$ cat config.mk
export PLATFORM = sky130hd
export DESIGN_NAME = mac_table_manage_flat
export DESIGN_NICKNAME = d
export VERILOG_FILES = /design/src/rtl/mac_table_manage_if.sv /design/src/rtl/mac_table_manage.sv /design/src/flat_wrapper.sv
export SDC_FILE = /design/constraint.sdc
export NUM_CORES = 2
export LEC_CHECK = 0
export BUFFER_PORTS_ARGS = -buffer_cell sky130_fd_sc_hd__buf_2
export CORE_ASPECT_RATIO = 0.7
export CORE_MARGIN = 2
export CORE_UTILIZATION = 31
export CTS_CLUSTER_DIAMETER = 50
export DETAILED_ROUTE_END_ITERATION = 7
export PLACE_DENSITY_LB_ADDON = 0.15
export SLEW_MARGIN = 30
export SYNTH_ARGS = -nofsm -noshare
export SYNTH_HDL_FRONTEND = slang
export SYNTH_SLANG_ARGS = --single-unit
$ cat constraint.sdc
create_clock -name i_clk -period 5.6 [get_ports i_clk]
set_clock_uncertainty 0.1 [all_clocks]
set_input_delay 0 -clock i_clk [delete_from_list [all_inputs] [get_ports i_clk]]
set_output_delay 0 -clock i_clk [all_outputs]
set_load 0.05 [all_outputs]
$ cat src/rtl/mac_table_manage_if.sv
// Bundles the learning-write, lookup-request and lookup-result signals of the
// MAC table manager so both ends share a single port.
interface mac_table_manage_if #(
    parameter int PORT_NUM = 9
);
    logic [47+PORT_NUM:0]  iv_smac_inport;
    logic [4:0]            iv_entry_addr;
    logic                  i_mactable_wr;
    logic                  i_table_flush;
    logic [47:0]           iv_dmac;
    logic [PORT_NUM-1:0]   iv_lookup_inport;
    logic                  i_lookup_req;
    logic [PORT_NUM-1:0]   ov_outport;
    logic                  o_outport_wr;
    logic                  o_lookup_hit;
    logic [4:0]            ov_hit_addr;
    logic [5:0]            ov_valid_num;

    modport master (
        output iv_smac_inport, iv_entry_addr, i_mactable_wr, i_table_flush,
               iv_dmac, iv_lookup_inport, i_lookup_req,
        input  ov_outport, o_outport_wr, o_lookup_hit, ov_hit_addr, ov_valid_num
    );

    modport slave (
        input  iv_smac_inport, iv_entry_addr, i_mactable_wr, i_table_flush,
               iv_dmac, iv_lookup_inport, i_lookup_req,
        output ov_outport, o_outport_wr, o_lookup_hit, ov_hit_addr, ov_valid_num
    );
endinterface

$ cat src/rtl/mac_table_manage.sv
// 32-entry learned-MAC table with timer-based aging and a two-stage DMAC
// lookup that returns a forwarding bitmap (unicast hit, filter or flood).
module mac_table_manage #(
    parameter logic [31:0] AGE_TICK = 32'd1000000,
    parameter logic [3:0]  AGE_MAX  = 4'd10,
    parameter int          PORT_NUM = 9
) (
    input  logic i_clk,
    input  logic i_rst,
    mac_table_manage_if.slave bus
);
    localparam int N = 32;

    function automatic logic [5:0] popcount32(input logic [N-1:0] v);
        logic [5:0] c;
        c = 6'd0;
        for (int i = 0; i < N; i++) begin
            c = c + {5'd0, v[i]};
        end
        return c;
    endfunction

    logic [N-1:0]        valid_r;
    logic [47:0]         mac_r  [N];
    logic [PORT_NUM-1:0] port_r [N];
    logic [3:0]          age_r  [N];
    logic [31:0]         presc_r;
    logic                tick_s;

    logic [N-1:0]        match_s;
    logic                s1_vld_r;
    logic                s1_mcast_r;
    logic [PORT_NUM-1:0] s1_inport_r;
    logic [N-1:0]        s1_match_r;

    logic                found_s;
    logic [4:0]          idx_s;
    logic                nxt_hit_s;
    logic [4:0]          nxt_addr_s;
    logic [PORT_NUM-1:0] nxt_port_s;

    assign tick_s = (presc_r == (AGE_TICK - 32'd1));

    // Aging prescaler: free-running 0..AGE_TICK-1
    always_ff @(posedge i_clk) begin
        if (i_rst) begin
            presc_r <= 32'd0;
        end else if (tick_s) begin
            presc_r <= 32'd0;
        end else begin
            presc_r <= presc_r + 32'd1;
        end
    end

    // Table update; a write to an index overrides flush and aging on it
    always_ff @(posedge i_clk) begin
        if (i_rst) begin
            valid_r <= '0;
            for (int i = 0; i < N; i++) begin
                age_r[i] <= 4'd0;
            end
        end else begin
            for (int i = 0; i < N; i++) begin
                if (bus.i_mactable_wr && (bus.iv_entry_addr == 5'(i))) begin
                    valid_r[i] <= 1'b1;
                    mac_r[i]   <= bus.iv_smac_inport[47+PORT_NUM:PORT_NUM];
                    port_r[i]  <= bus.iv_smac_inport[PORT_NUM-1:0];
                    age_r[i]   <= 4'd0;
                end else if (bus.i_table_flush) begin
                    valid_r[i] <= 1'b0;
                end else if (tick_s && valid_r[i]) begin
                    if (age_r[i] == AGE_MAX) begin
                        valid_r[i] <= 1'b0;
                    end else begin
                        age_r[i] <= age_r[i] + 4'd1;
                    end
                end
            end
        end
    end

    // Match vector against the table as it stands before this cycle's write
    always_comb begin
        match_s = '0;
        for (int i = 0; i < N; i++) begin
            match_s[i] = valid_r[i] && (mac_r[i] == bus.iv_dmac);
        end
    end

    // Lookup stage 1: capture request, key attributes and match vector
    always_ff @(posedge i_clk) begin
        if (i_rst) begin
            s1_vld_r    <= 1'b0;
            s1_mcast_r  <= 1'b0;
            s1_inport_r <= '0;
            s1_match_r  <= '0;
        end else begin
            s1_vld_r    <= bus.i_lookup_req;
            s1_mcast_r  <= bus.iv_dmac[40];
            s1_inport_r <= bus.iv_lookup_inport;
            s1_match_r  <= match_s;
        end
    end

    // Lowest-index priority encoder; scanning downward leaves the lowest hit
    always_comb begin
        found_s = 1'b0;
        idx_s   = 5'd0;
        for (int i = N - 1; i >= 0; i--) begin
            found_s = found_s | s1_match_r[i];
            idx_s   = s1_match_r[i] ? 5'(i) : idx_s;
        end
    end

    // Result selection: multicast always floods, matching ingress port filters
    always_comb begin
        nxt_hit_s  = 1'b0;
        nxt_addr_s = 5'd0;
        nxt_port_s = ~s1_inport_r;
        if (found_s && !s1_mcast_r) begin
            nxt_hit_s  = 1'b1;
            nxt_addr_s = idx_s;
            nxt_port_s = (port_r[idx_s] == s1_inport_r) ? '0 : port_r[idx_s];
        end else begin
            nxt_hit_s  = 1'b0;
            nxt_addr_s = 5'd0;
            nxt_port_s = ~s1_inport_r;
        end
    end

    // Lookup stage 2: registered results, held between result pulses
    always_ff @(posedge i_clk) begin
        if (i_rst) begin
            bus.o_outport_wr <= 1'b0;
            bus.o_lookup_hit <= 1'b0;
            bus.ov_hit_addr  <= 5'd0;
            bus.ov_outport   <= '0;
        end else begin
            bus.o_outport_wr <= s1_vld_r;
            if (s1_vld_r) begin
                bus.o_lookup_hit <= nxt_hit_s;
                bus.ov_hit_addr  <= nxt_addr_s;
                bus.ov_outport   <= nxt_port_s;
            end
        end
    end

    // Occupancy count, one cycle behind the valid bits
    always_ff @(posedge i_clk) begin
        if (i_rst) begin
            bus.ov_valid_num <= 6'd0;
        end else begin
            bus.ov_valid_num <= popcount32(valid_r);
        end
    end
endmodule

$ cat src/flat_wrapper.sv
// flat-port wrapper written by rule: the top's interface ports become plain ports
module mac_table_manage_flat 
#(
    parameter logic [31:0] AGE_TICK = 32'd1000000,
    parameter logic [3:0]  AGE_MAX  = 4'd10,
    parameter int          PORT_NUM = 9
)
  (i_clk, i_rst, bus_iv_smac_inport, bus_iv_entry_addr, bus_i_mactable_wr, bus_i_table_flush, bus_iv_dmac, bus_iv_lookup_inport, bus_i_lookup_req, bus_ov_outport, bus_o_outport_wr, bus_o_lookup_hit, bus_ov_hit_addr, bus_ov_valid_num);
  mac_table_manage_if #(.PORT_NUM(PORT_NUM)) bus_i ();
  input  logic i_clk;
  input  logic i_rst;
  input wire logic [$bits(bus_i.iv_smac_inport)-1:0] bus_iv_smac_inport;
  input wire logic [$bits(bus_i.iv_entry_addr)-1:0] bus_iv_entry_addr;
  input wire logic [$bits(bus_i.i_mactable_wr)-1:0] bus_i_mactable_wr;
  input wire logic [$bits(bus_i.i_table_flush)-1:0] bus_i_table_flush;
  input wire logic [$bits(bus_i.iv_dmac)-1:0] bus_iv_dmac;
  input wire logic [$bits(bus_i.iv_lookup_inport)-1:0] bus_iv_lookup_inport;
  input wire logic [$bits(bus_i.i_lookup_req)-1:0] bus_i_lookup_req;
  output wire logic [$bits(bus_i.ov_outport)-1:0] bus_ov_outport;
  output wire logic [$bits(bus_i.o_outport_wr)-1:0] bus_o_outport_wr;
  output wire logic [$bits(bus_i.o_lookup_hit)-1:0] bus_o_lookup_hit;
  output wire logic [$bits(bus_i.ov_hit_addr)-1:0] bus_ov_hit_addr;
  output wire logic [$bits(bus_i.ov_valid_num)-1:0] bus_ov_valid_num;
  assign bus_i.iv_smac_inport = bus_iv_smac_inport;
  assign bus_i.iv_entry_addr = bus_iv_entry_addr;
  assign bus_i.i_mactable_wr = bus_i_mactable_wr;
  assign bus_i.i_table_flush = bus_i_table_flush;
  assign bus_i.iv_dmac = bus_iv_dmac;
  assign bus_i.iv_lookup_inport = bus_iv_lookup_inport;
  assign bus_i.i_lookup_req = bus_i_lookup_req;
  assign bus_ov_outport = bus_i.ov_outport;
  assign bus_o_outport_wr = bus_i.o_outport_wr;
  assign bus_o_lookup_hit = bus_i.o_lookup_hit;
  assign bus_ov_hit_addr = bus_i.ov_hit_addr;
  assign bus_ov_valid_num = bus_i.ov_valid_num;
  mac_table_manage #(.AGE_TICK(AGE_TICK), .AGE_MAX(AGE_MAX), .PORT_NUM(PORT_NUM)) u_core (.i_clk(i_clk), .i_rst(i_rst), .bus(bus_i));
endmodule
Word-level counts from Yosys, hierarchy flattened
Memories as Yosys holds them, arrays and structs flattened.
Index checks and enable logic that the tools add are counted.
- register bits: 129
- bits in writable memories: 1952
- bits of input ports: 124
- output and inout port bits: 22
- word-level logic and storage cells: 1264
- memories kept: 3
- memory list (memory ; words ; width ; read ports ; clocked after Yosys merged registers in ; write ports ; line ; source):
    u_core.mac_r ; 32 ; 48 ; 32 ; 0 ; 1 ; mac_table_manage.sv:24 ; logic [47:0] mac_r [N];
    u_core.port_r ; 32 ; 9 ; 1 ; 0 ; 1 ; mac_table_manage.sv:25 ; logic [PORT_NUM-1:0] port_r [N];
    u_core.age_r ; 32 ; 4 ; 32 ; 0 ; 32 ; mac_table_manage.sv:26 ; logic [3:0] age_r [N];
- add/subtract/negate cells: 64
- eq/ne operators: 97
- mux-type cells: 704
- bitwise logic cells: 96
- reduce and logical (&&, ||, !) cells: 258
- operator list (operator ; number):
    $eq A48 B48 Y1 ; 32
    $mux W48 ; 31
    $reduce_or A48 Y1 ; 31
    $mux W1 ; 481
    $mux W5 ; 95
    $mux W9 ; 33
    $reduce_or A9 Y1 ; 31
    $mux W4 ; 64
    $reduce_bool A3 Y1 ; 64
    $add A6 B1 Y6 ; 30
    $add A4 B1 Y4 const B ; 32
    $eq A4 B4 Y1 const B ; 32
    $logic_and A1 B1 Y1 ; 97
    $or A1 B1 Y1 ; 95
    $eq A5 B5 Y1 const B ; 16
    $reduce_and A2 Y1 ; 32
    $eq A5 B4 Y1 const B ; 8
    $add A32 B1 Y32 const B ; 1
    $eq A32 B20 Y1 const B ; 1
    $eq A5 B3 Y1 const B ; 4
    $eq A5 B2 Y1 const B ; 2
    $eq A9 B9 Y1 ; 1
    $not A9 Y9 ; 1
    $eq A5 B1 Y1 const B ; 1
    other kinds (4) ; 4

Depth between registers and ports, before layout
- word-level depth: 37
- depth in mapped cells: 17
- gate-level depth less buffers: 17

Worst setup path after synthesis
Ideal clock, no wire load.
- path type: flip-flop to flip-flop
- start: register u_core.valid_r[0]
- end: register u_core.bus.ov_valid_num[4]
- setup time: 0.128 ns
- arrival time: 4.790 ns
- data required time: 5.372 ns
- path slack: 0.583 ns
- cell stages (with the launch flop): 16
- buffers on the path: 0
- clock period less this slack: 5.017 ns
- path through: dfxtp_1 ha_1 inv_1 fa_1 fa_1 fa_1 fa_1 fa_1 fa_1 inv_1 fa_1 fa_1 a21o_1 a21oi_1 xor2_1 nor2_1
- longest elaborated chain between the ends: 31
- RTL lines (element ; line ; source):
    start: declaration ; mac_table_manage.sv:23 ; logic [N-1:0] valid_r;
    start signal: assignment ; mac_table_manage.sv:58 ; valid_r <= '0;
    start signal: indexed assignment ; mac_table_manage.sv:65 ; valid_r[i] <= 1'b1;
    start signal: indexed assignment ; mac_table_manage.sv:70 ; valid_r[i] <= 1'b0;
    $add A1 B1 Y2 ; mac_table_manage.sv:18 ; c = c + {5'd0, v[i]};
    $add A6 B1 Y6 (30 in series) ; mac_table_manage.sv:18 ;
    end signal: assignment ; mac_table_manage.sv:153 ; bus.ov_valid_num <= popcount32(valid_r);
    end: declaration ; mac_table_manage_if.sv:28 ; output ov_outport, o_outport_wr, o_lookup_hit, ov_hit_addr, ov_valid_num
No other way between the ends.
A chain may end at the register's enable or synchronous reset.

Worst setup path in the final report
- start: register u_core.valid_r[24]
- end: register u_core.bus.ov_valid_num[4]
- longest elaborated chain between the ends: 8
- RTL lines (element ; line):
    $add A6 B1 Y6 (8 in series) ; mac_table_manage.sv:18
No other way between the ends.

==> results.sh <==
export IMPL_cp_required_ns=6.26
export IMPL_path_clk_slew_ns=0.06
export IMPL_yosys_area_top_type="edfxtp_1"
export IMPL_hold_class="input port to flop"
export IMPL_syn_avg_cell_area_um2=15.03
export IMPL_htree_levels=4
export IMPL_drc=0
export IMPL_path_cells="inv_1 -> fa_1 -> fa_1 -> inv_1 -> fa_1 -> inv_1 -> fa_1 -> fa_1 -> fa_1 -> inv_1 -> fa_1 -> fa_1 -> a21o_1 -> a21oi_1 -> xor2_1 -> nor2_1"
export IMPL_grt_pass1_wl_um=493600
export IMPL_die_w_um=642.0
export IMPL_yosysTopAreaCellShare=0.6637
export IMPL_fmax_mhz=190.9
export IMPL_slew_headroom=0.2512
export IMPL_cts_buffer_depth=4
export IMPL_cp_start_kind="flop"
export IMPL_cts_made_buffers=229
export IMPL_vias_per_cell=5.453
export IMPL_totalWireLength_um=375200
export IMPL_final_common_cell="edfxtp_1"
export IMPL_async_reset_ff_frac=0
export IMPL_slew_viol_final=0
export IMPL_syn_inst=5877
export IMPL_place_detailed_hpwl_um=227900
export IMPL_yosys_area_share_simple=0.07711
export IMPL_rsz0062_at_grt="false"
export IMPL_synth_cell_area_um2=88320
export IMPL_crit_path_max_fanout=2
export IMPL_gp_congestion=0.8910
export IMPL_slowest_delay_ns=0.53
export IMPL_clk_latency_ns=0.93
export IMPL_p_leak_nw=34.64
export IMPL_multi_input_area_um2=25800
export IMPL_syn_nets=6098
export IMPL_start_util=0.3125
export IMPL_cts_tree="done"
export IMPL_die_y_um=450.6
export IMPL_synth_xor_area_share=0.1451
export IMPL_worst_pin_slew_ns=1.123
export IMPL_final_area_um2=104700
export IMPL_synth_seq_area_share=0.6929
export IMPL_first_global_vias=52070
export IMPL_grt_max_degree=95
export IMPL_setup_violations_final=0
export IMPL_placed_area_um2=95660
export IMPL_crit_top_cell="fa_1"
export IMPL_synth_seq_cells=2081
export IMPL_fill_cells=26850
export IMPL_ys_flop_type="edfxtp_1"
export IMPL_min_period_ns=5.239
export IMPL_critical_path_class="flop to flop"
export IMPL_synth_edf_count=1952
export IMPL_ys_types=99
export IMPL_drtAntennaViolNets=0
export IMPL_cp_end_kind="flop"
export IMPL_drt_pass1_iterations=6
export IMPL_worst_r2r_cell_count=16
export IMPL_outcome="finished, final reports clean"
export IMPL_cts_root_buf="clkbuf_16"
export IMPL_overflow=0
export IMPL_yosys_top_cells_area="edfxtp_1 66%, xor2_1 9.9%, xnor2_1 4.5%"
export IMPL_antenna_found_initial=76
export IMPL_synth_fa_ha_area_frac=0.01578
export IMPL_synth_top_family_by_area="XOR/XNOR gates"
export IMPL_period_share=0.9355
export IMPL_regArea_um2=61200
export IMPL_ir_drop_uv=257.3
export IMPL_power_density_nw_per_um2=331.3
export IMPL_syn_to_final_growth_pct=18.58
export IMPL_cts_sink_count=2081
export IMPL_coreArea_um2=282700
export IMPL_port_buffers=145
export IMPL_nNetsFinal=6665
export IMPL_maxCapViolations=0
export IMPL_drt_iter0_drc=10400
export IMPL_layout_common_cells="1952 x edfxtp_1, 1003 x xor2_1, 458 x xnor2_1"
export IMPL_die_area_um2=289300
export IMPL_hold_slack_ns=0.03750
export IMPL_hold_path_depth=2
export IMPL_fin_tns_setup_ns=0
export IMPL_cp_slowest_cell="fa_1"
export IMPL_report_final_hold_viol_count=0
export IMPL_total_power_mw=34.70
export IMPL_via_count=56890
export IMPL_drive_gt1_frac=0.1280
export IMPL_grt_use_total=0.2524
export IMPL_ys_warn_count=0
export IMPL_io_pins=146
export IMPL_synth_compound_area_frac=0.03951
export IMPL_core_rowCount=163
export IMPL_synthMuxAreaShare=0.009661
export IMPL_wl_per_cell_um=35.96
export IMPL_crit_arrival_ns=5.90
final timing paths:
path                                                start                          to  slack (ns)
worst min-delay path               bus_iv_smac_inport[19]        u_core.mac_r[1][346]        0.04
worst max register to register         u_core.valid_r[24]  u_core.bus.ov_valid_num[4]        0.36
worst min register to register  u_core.bus.ov_hit_addr[4]   u_core.bus.ov_hit_addr[4]        0.37
worst max-delay path                   u_core.valid_r[24]  u_core.bus.ov_valid_num[4]        0.36
synth_stat cells (all sizes together) (5+ instances only):
cell / number
edfxtp: 1952
xor2: 1004
xnor2: 458
nor4: 296
nor2: 287
nand4: 209
inv: 174
clkbuf: 140
nand3: 135
dfxtp: 129
nand2: 125
buf: 121
a21oi: 76
ha: 73
o21ai: 63
o22ai: 56
nor3: 48
mux2i: 44
and3: 41
nor2b: 36
nand3b: 35
a221oi: 34
a211oi: 33
o211ai: 28
a22oi: 24
fa: 24
a22o: 17
o2bb2ai: 17
a2111oi: 16
o221ai: 15
o2111ai: 14
mux2: 13
mux4: 11
or4: 11
o31ai: 10
or3: 9
a31oi: 8
a222oi: 7
a221o: 6
and2: 6
nand2b: 6
a21o: 5
per-layer routing:
metal / track usage / wire length [um] / vias up
met5: 0 / 76 / -
met1: 0.3911 / 169800 / 29940
met2: 0.3567 / 154000 / 3468
met3: 0.05545 / 43250 / 420
li1: - / - / 23050
met4: 0.05249 / 8013 / 12
cell type report:
cell class | count | share of cell area
clock buffers | 300 | 0.05897
well taps | 3795 | 0.04534
diodes | 12 | 0.0002867
inverters | 177 | 0.006343
repair buffers | 597 | 0.04873
multi-input cells | 3358 | 0.2463
clock inverters | 113 | 0.009748
flip-flops and latches | 2081 | 0.5843
cell families after synthesis:
kind of cell	count (synthesis)
DFF	2081
xor gates and xnor gates	1462
and+or+nand+nor	1259
AOI/OAI and AO/OA	472
buffers and inverters	438
adders and majority gates	97
muxes	68
sequential cells by signal, indices dropped and copies added, names as in the netlist:
signal and cells:
u_core.port_r 288, u_core.age_r 128, u_core.s1_match_r 32, u_core.valid_r 32, u_core.s1_vld_r 1, u_core.mac_r 1536, u_core.presc_r 32, u_core.bus.ov_hit_addr 5
u_core.bus.ov_outport 9, u_core.s1_inport_r 9, u_core.bus.ov_valid_num 6, u_core.bus.o_outport_wr 1, u_core.s1_mcast_r 1, u_core.bus.o_lookup_hit 1
critical path, delay by kind of cell, from the launching register on:
kind | cells | cell delay [ns]
buffers and inverters | 4 | 0.23
AND/OR/NAND/NOR | 1 | 0.06
AO/OA/AOI/OAI | 2 | 0.33
adder cells (fa/ha/maj) | 8 | 3.84
flip-flops | 1 | 0.33
XOR/XNOR | 1 | 0.19
per-stage QoR:
step	setup WS, ns	cells	utilization
after floorplan	0.5827	5877	-
after global routing	0.1958	10420	0.3704
after global placement	0.2595	9818	0.3373
after detailed placement	0.3424	9828	0.3384
after CTS	0.3389	10420	0.3702
final	0.3610	10430	0.3705
where the power goes:
| group | total (mW) | internal (mW) | switching [mW] |
|---|---|---|---|
| clock network | 15.0 | 8.45 | 6.58 |
| logic | 2.42 | 0.607 | 1.81 |
| registers | 17.2 | 17.2 | 0.0920 |
timing repair:
| action | 4_1_cts | 5_1_grt |
|---|---|---|
| endpoints found under the hold margin | 2303 | 0 |
| hold buffers | 177 | 0 |
| gates resized for setup | 0 | 0 |
| setup buffers | 0 | 0 |
Note: power is estimated with default switching activity, not from simulation.
